## src/rtl/hdmi_sched_pkg.sv

```systemverilog
// Shared types and constants for the HDMI data-island scheduler.
// Build option: HDMI_SCHED_INFOFRAME_RR_EN (consumed by hdmi_sched_arbiter).
package hdmi_sched_pkg;

    typedef enum logic [2:0] {
        ST_IDLE     = 3'd0,
        ST_DELAY    = 3'd1,
        ST_PREAMBLE = 3'd2,
        ST_LGUARD   = 3'd3,
        ST_PACKET   = 3'd4,
        ST_TGUARD   = 3'd5,
        ST_DONE     = 3'd6
    } sched_state_t;

    localparam logic [1:0] SRC_ACR = 2'd0;
    localparam logic [1:0] SRC_AUD = 2'd1;
    localparam logic [1:0] SRC_AVI = 2'd2;
    localparam logic [1:0] SRC_AIF = 2'd3;

    localparam logic [5:0] PREAMBLE_LEN = 6'd8;
    localparam logic [5:0] GUARD_LEN    = 6'd2;
    localparam logic [5:0] PACKET_LEN   = 6'd32;

    function automatic logic [3:0] src_onehot(input logic [1:0] idx);
        src_onehot = 4'b0001 << idx;
    endfunction

endpackage

```

## src/rtl/hdmi_sched_arbiter.sv

```systemverilog
// Packet source arbiter: ACR > audio sample > infoframes.
// With HDMI_SCHED_INFOFRAME_RR_EN defined, AVI and audio infoframe alternate at the lowest level.
module hdmi_sched_arbiter
    import hdmi_sched_pkg::*;
(
    input  logic       i_pixclk,
    input  logic       i_rst_n,
    input  logic [3:0] i_req,
    input  logic       i_take,
    output logic       o_valid,
    output logic [1:0] o_idx
);

`ifdef HDMI_SCHED_INFOFRAME_RR_EN
    localparam logic RR_EN = 1'b1;
`else
    localparam logic RR_EN = 1'b0;
`endif

    logic       r_rr_ptr;
    logic [1:0] w_idx;

    // Priority pick; r_rr_ptr=1 favours the audio infoframe when both infoframes wait
    always_comb begin
        w_idx = SRC_ACR;
        if (i_req[SRC_ACR]) begin
            w_idx = SRC_ACR;
        end else if (i_req[SRC_AUD]) begin
            w_idx = SRC_AUD;
        end else if (i_req[SRC_AIF] && (!i_req[SRC_AVI] || r_rr_ptr)) begin
            w_idx = SRC_AIF;
        end else if (i_req[SRC_AVI]) begin
            w_idx = SRC_AVI;
        end else begin
            w_idx = SRC_ACR;
        end
    end

    // Pointer toggles after every accepted infoframe grant
    always_ff @(posedge i_pixclk) begin
        if (!i_rst_n) begin
            r_rr_ptr <= 1'b0;
        end else if (RR_EN && i_take && w_idx[1]) begin
            r_rr_ptr <= ~r_rr_ptr;
        end else begin
            r_rr_ptr <= r_rr_ptr;
        end
    end

    assign o_valid = |i_req;
    assign o_idx   = w_idx;

endmodule

```

## src/rtl/hdmi_island_scheduler.sv

```systemverilog
// Data-island scheduler: times preamble/guard/packet periods after each blank rising edge.
// Build option: HDMI_SCHED_INFOFRAME_RR_EN enables infoframe round-robin in the arbiter.
module hdmi_island_scheduler
    import hdmi_sched_pkg::*;
#(
    parameter int START_DLY = 12,
    parameter int MAX_PKTS  = 2
) (
    input  logic       i_pixclk,
    input  logic       i_rst_n,
    input  logic       i_enable,
    input  logic       i_blank,
    input  logic [3:0] i_req,
    output logic [3:0] o_grant,
    output logic [1:0] o_pkt_sel,
    output logic       o_preamble,
    output logic       o_guard,
    output logic       o_data,
    output logic       o_first,
    output logic       o_abort
);

    // The detect cycle itself is control period, so DELAY starts counting at 1
    localparam logic [5:0] DLY_LAST   = 6'(START_DLY - 1);
    localparam logic [5:0] PRE_LAST   = PREAMBLE_LEN - 6'd1;
    localparam logic [5:0] GUARD_LAST = GUARD_LEN - 6'd1;
    localparam logic [5:0] PKT_LAST   = PACKET_LEN - 6'd1;
    localparam logic [4:0] PKT_LIMIT  = 5'(MAX_PKTS);

    sched_state_t r_state;
    logic         r_blank;
    logic [5:0]   r_cnt;
    logic [4:0]   r_pkts;
    logic [3:0]   r_grant;
    logic [1:0]   r_pkt_sel;
    logic         r_preamble;
    logic         r_guard;
    logic         r_data;
    logic         r_first;
    logic         r_abort;

    logic         w_rise;
    logic         w_island;
    logic         w_drop;
    logic         w_decide;
    logic         w_take;
    logic         w_arb_valid;
    logic [1:0]   w_arb_idx;

    assign w_rise   = i_blank & ~r_blank;
    assign w_island = (r_state == ST_PREAMBLE) || (r_state == ST_LGUARD) ||
                      (r_state == ST_PACKET)   || (r_state == ST_TGUARD);
    assign w_drop   = !i_blank && (w_island || (r_state == ST_DELAY));
    assign w_decide = ((r_state == ST_LGUARD) && (r_cnt == GUARD_LAST)) ||
                      ((r_state == ST_PACKET) && (r_cnt == PKT_LAST) && (r_pkts < PKT_LIMIT));
    assign w_take   = w_decide && w_arb_valid && !w_drop;

    hdmi_sched_arbiter u_arbiter (
        .i_pixclk (i_pixclk),
        .i_rst_n  (i_rst_n),
        .i_req    (i_req),
        .i_take   (w_take),
        .o_valid  (w_arb_valid),
        .o_idx    (w_arb_idx)
    );

    // Island sequencer with registered period flags and grant pulse
    always_ff @(posedge i_pixclk) begin
        if (!i_rst_n) begin
            r_state    <= ST_IDLE;
            r_blank    <= 1'b0;
            r_cnt      <= 6'd0;
            r_pkts     <= 5'd0;
            r_grant    <= 4'b0000;
            r_pkt_sel  <= 2'd0;
            r_preamble <= 1'b0;
            r_guard    <= 1'b0;
            r_data     <= 1'b0;
            r_first    <= 1'b0;
            r_abort    <= 1'b0;
        end else begin
            r_blank <= i_blank;
            r_grant <= 4'b0000;
            r_abort <= 1'b0;
            if (w_drop) begin
                r_state    <= ST_IDLE;
                r_cnt      <= 6'd0;
                r_pkts     <= 5'd0;
                r_pkt_sel  <= 2'd0;
                r_preamble <= 1'b0;
                r_guard    <= 1'b0;
                r_data     <= 1'b0;
                r_first    <= 1'b0;
                r_abort    <= w_island;
            end else if (w_take) begin
                r_state   <= ST_PACKET;
                r_cnt     <= 6'd0;
                r_pkts    <= r_pkts + 5'd1;
                r_guard   <= 1'b0;
                r_data    <= 1'b1;
                r_first   <= (r_state == ST_LGUARD);
                r_pkt_sel <= w_arb_idx;
                r_grant   <= src_onehot(w_arb_idx);
            end else begin
                case (r_state)
                    ST_IDLE: begin
                        if (w_rise) begin
                            r_state <= i_enable ? ST_DELAY : ST_DONE;
                            r_cnt   <= 6'd1;
                            r_pkts  <= 5'd0;
                        end
                    end
                    ST_DELAY: begin
                        if (r_cnt == DLY_LAST) begin
                            r_cnt <= 6'd0;
                            if (|i_req) begin
                                r_state    <= ST_PREAMBLE;
                                r_preamble <= 1'b1;
                            end else begin
                                r_state <= ST_DONE;
                            end
                        end else begin
                            r_cnt <= r_cnt + 6'd1;
                        end
                    end
                    ST_PREAMBLE: begin
                        if (r_cnt == PRE_LAST) begin
                            r_state    <= ST_LGUARD;
                            r_cnt      <= 6'd0;
                            r_preamble <= 1'b0;
                            r_guard    <= 1'b1;
                        end else begin
                            r_cnt <= r_cnt + 6'd1;
                        end
                    end
                    ST_LGUARD: begin
                        // Only reached at the last cycle when nothing is requesting
                        if (r_cnt == GUARD_LAST) begin
                            r_state <= ST_TGUARD;
                            r_cnt   <= 6'd0;
                        end else begin
                            r_cnt <= r_cnt + 6'd1;
                        end
                    end
                    ST_PACKET: begin
                        if (r_cnt == PKT_LAST) begin
                            r_state   <= ST_TGUARD;
                            r_cnt     <= 6'd0;
                            r_data    <= 1'b0;
                            r_first   <= 1'b0;
                            r_pkt_sel <= 2'd0;
                            r_guard   <= 1'b1;
                        end else begin
                            r_cnt <= r_cnt + 6'd1;
                        end
                    end
                    ST_TGUARD: begin
                        if (r_cnt == GUARD_LAST) begin
                            r_state <= ST_DONE;
                            r_cnt   <= 6'd0;
                            r_guard <= 1'b0;
                        end else begin
                            r_cnt <= r_cnt + 6'd1;
                        end
                    end
                    ST_DONE: begin
                        if (!i_blank) begin
                            r_state <= ST_IDLE;
                        end
                    end
                    default: begin
                        r_state    <= ST_IDLE;
                        r_cnt      <= 6'd0;
                        r_pkts     <= 5'd0;
                        r_pkt_sel  <= 2'd0;
                        r_preamble <= 1'b0;
                        r_guard    <= 1'b0;
                        r_data     <= 1'b0;
                        r_first    <= 1'b0;
                    end
                endcase
            end
        end
    end

    assign o_grant    = r_grant;
    assign o_pkt_sel  = r_pkt_sel;
    assign o_preamble = r_preamble;
    assign o_guard    = r_guard;
    assign o_data     = r_data;
    assign o_first    = r_first;
    assign o_abort    = r_abort;

endmodule

```

## config.mk

```make
export PLATFORM = sky130hd
export DESIGN_NAME = hdmi_island_scheduler
export DESIGN_NICKNAME = d
export VERILOG_FILES = /design/src/rtl/hdmi_sched_pkg.sv /design/src/rtl/hdmi_sched_arbiter.sv /design/src/rtl/hdmi_island_scheduler.sv
export SDC_FILE = /design/constraint.sdc
export NUM_CORES = 1
export LEC_CHECK = 0
export BUFFER_PORTS_ARGS = -buffer_cell sky130_fd_sc_hd__buf_4
export CAP_MARGIN = 30
export CORE_MARGIN = 8
export CORE_UTILIZATION = 44
export CTS_BUF_LIST = sky130_fd_sc_hd__clkbuf_2
export CTS_CLUSTER_SIZE = 20
export DETAILED_ROUTE_END_ITERATION = 6
export GPL_TIMING_DRIVEN = 0
export PLACE_DENSITY = 0.66
export SYNTH_ARGS = -nofsm -noshare
export SYNTH_HDL_FRONTEND = slang
export SYNTH_SLANG_ARGS = --single-unit
```

## constraint.sdc

```tcl
create_clock -name i_pixclk -period 2.2 [get_ports i_pixclk]
set_clock_uncertainty 0.1 [all_clocks]
set_input_delay 0.33 -clock i_pixclk [delete_from_list [all_inputs] [get_ports i_pixclk]]
set_output_delay 0.33 -clock i_pixclk [all_outputs]
set_load 0.05 [all_outputs]
```

==> summary.txt <==
GRT
  – Remaining Overflow, GRT: 0
  – Vias in the first global route: 1522
  – Global-route wire length before repair: around 7100 um
  – GRT Overall Usage: 0.157
  – Initial antenna violation count: 0
  – Pin count of the biggest net entering global routing: 15

Placed design
  – Detailed placement HPWL: 3200 um
  – Final GP Congestion: ~0.88
  – IO buf count: 17
  – Pre-CTS setup slack: -0.110 ns
  – Placed Area: 1750 um^2

Synthesis
  – Top-count cell post-synth: dfxtp_1
  – Leading area contributor after synthesis: dfxtp_1
  – Top cells by count, synth: 26 x dfxtp_1, 18 x a21oi_1, 18 x nand2_1
  – Syn Inst Count: 201
  – Number of synthesized flops with an enable pin: 0
  – Sequential area share after synthesis: 0.333
  – Area share of the largest cell type after synthesis: 0.333
  – Mapped Area: 1570 um^2
  – Top cells by area, synth: dfxtp_1 33%, a21oi_1 5.8%, nand2_1 4.3%
  – Synth async-reset ratio: 0
  – Unique cell type count in the Yosys netlist: 52
  – Syn Area/Cell: roughly 7.8 um^2
  – Mapped Nets: about 210
  – Synth warn: 0
  – #FFs+latches synth: 26
  – Main synth FF type: dfxtp_1

Power and ir drop
  – Pwr/cell area: around 860 nW/um^2
  – Leak pwr: about 0.7 nW
  – Worst VDD drop: 0.447 mV

Die
  – Die Wd: 75.6 um
  – Die area: 5720 um^2
  – Num rows: 21
  – Die height: 75.6 um
  – I/O pins: 19
  – Core area: around 3400 um^2
  – Initial Util: 0.462

Clock tree
  – Clk_lat worst skew: 0.38 ns
  – CTS tree: done
  – Root Driver: clkbuf_2
  – Sink Count: 26
  – Clk slew on worst S/H paths: ~0.27 ns
  – Hold Buf Count CTS: 0
  – H-tree levels: 1
  – Worst-case clock buffer depth: 2
  – TritonCTS Buffers: 3

Setup path
  – Family with the most delay on the worst path: simple AND/OR/NAND/NOR gates
  – CP startpoint kind: flop
  – Worst path depth: 5
  – Crit-path slowest cell: or4b_4
  – Register-to-Register Path Depth: 5
  – Buf+Inv Stages, Crit Path: 0
  – Worst stage delay on the critical path: 0.56 ns
  – Worst-path cell chain: or4b_4 > nor4_4 > o21ai_4 > or4_4 > a21oi_2
  – WP data arrival: 2.45 ns
  – CP Max Fanout: 7
  – Kind of critical path: reg2reg
  – Required time worst endpoint: 2.44 ns
  – Crit path capture type: flop

STA
  – Fmax: 453 MHz
  – Final setup fails: 1
  – Slew @ Worst Pin: 0.498 ns
  – Fin crit period: 2.21 ns
  – Final hold viol count: 0
  – RSZ-0062 raised after global routing: true
  – Setup TNS Final: -0.00610 ns
  – Final Cycle Share: 1.00
  – Final slew viol count: 0
  – Worst slew margin: 0.665
  – Setup ws final: -0.00610 ns

Routing
  – Initial drt markers: 116
  – Vias per cell: 6.14
  – Highest Signal Layer: met4
  – DRC: 0
  – Vias after detailed routing: about 1700
  – Avg WL per Cell: around 16 um
  – DR WL met2: 2150 um
  – Final WL: approximately 4400 um
  – DRT Pass-1 Iters: 4
  – Final ANT Viol Nets: 0
  – Met1 WL: 1850 um
  – Met3 routed WL: 307 um

Run status
  – Status: finished with violations
  – Failing checks: negative setup slack

Finish
  – Antenna diodes: 0
  – Multi-input gate area: 1060 um^2
  – Area delta synth->final: 22.9%
  – FILL cells: 299
  – Finished Cell Area: 1920 um^2
  – FF+latch area: 532 um^2
  – Final core occ: 0.568
  – Layout net count: 240
  – Share of layout cells above drive strength 1: 0.285

Min path
  – Min-delay worst type: in2reg
  – Worst Hold Depth: 2

Run
  – Max-Cap Viols: 0
==> repair_timing <==
item                       4_1_cts  5_1_grt
setup buffers                    2        5
setup endpoints to repair       18       16
gates cloned                     0        1
pin swaps                        2        4
gates resized for setup         14       23
==> worst register-to-register path, stage by stage, from the launching register on <==
cell and delay (ns):
dfxtp_2 0.41, or4b_4 0.56, nor4_4 0.34, o21ai_4 0.14
or4_4 0.49, a21oi_2 0.13
==> worst paths after layout <==
path / endpoint / slack (ns) / startpoint
max reg2reg: r_pkts[3]$_SDFFE_PP0P_ / -0.006 / r_state[0]$_SDFFE_PP0P_
min: r_blank$_SDFF_PN0_ / 0.08 / i_rst_n
min reg2reg: o_data$_SDFFE_PP0P_ / 0.38 / o_data$_SDFFE_PP0P_
max: r_pkts[3]$_SDFFE_PP0P_ / -0.006 / r_state[0]$_SDFFE_PP0P_
==> per-layer routing <==
metal  track usage  up-vias
met2         0.265       69
met5             0        -
met1         0.196      799
met4        0.0512        0
met3        0.0263        8
li1              -      805
==> power by group <==
group | switching [mW] | total [mW] | internal [mW]
Combinational | 0.579 | 0.885 | 0.306
Clock | 0.153 | 0.192 | 0.0395
Sequential | 0.0591 | 0.580 | 0.521
Total | 0.791 | 1.66 | 0.867
==> cells in the final DEF (no fill, tap or decap), types with 3 or more instances in the layout <==
cell,n
a21oi_2,5
o2111ai_1,3
buf_4,23
clkbuf_1,6
nor2b_1,3
o21bai_1,3
dfxtp_1,17
o211ai_1,3
and2_1,4
nor3_1,8
nand2b_1,3
nand3_1,9
o21ai_0,11
inv_1,6
nor2_1,15
a21oi_1,12
clkbuf_2,5
nand2_1,17
nand4_1,3
dfxtp_2,9
or2_2,3
o31ai_1,3
a22oi_1,3
==> area by class of cell <==
type,count,area share
multi-input cells,157,0.549
plain buffers,10,0.0254
well taps,46,0.0299
flip-flops and latches,26,0.276
inverters,6,0.0117
clock inverters,1,0.00195
clock buffers,3,0.00780
repair buffers,25,0.0982
==> metrics by stage <==
| step | instances | hold WS (ns) | power, mW |
|---|---|---|---|
| after CTS | 270 | 0.0928 | 1.61 |
| final | 274 | 0.0764 | 1.66 |
| after global placement | 264 | 0.343 | 1.38 |
| after detailed placement | 264 | 0.351 | 1.40 |
| after floorplan | 201 | 0.351 | 1.18 |
| after global routing | 274 | 0.0918 | 1.77 |
==> cells by family after synthesis <==
group / synth area share
DFF: 0.333
and+or+nand+nor: 0.313
xor gates and xnor gates: 0.0112
AOI/OAI and AO/OA: 0.269
adders and majority gates: 0.0240
buffers and inverters: 0.0504
==> state kept, by name, indices dropped and copies added, names as in the netlist <==
| register | flops |
|---|---|
| o_data | 1 |
| r_blank | 1 |
| r_cnt | 6 |
| o_grant | 4 |
| r_pkts | 5 |
| o_first | 1 |
| o_guard | 1 |
| o_preamble | 1 |
| o_abort | 1 |
| r_state | 3 |
| o_pkt_sel | 2 |
(Power assumes the default switching activity.)
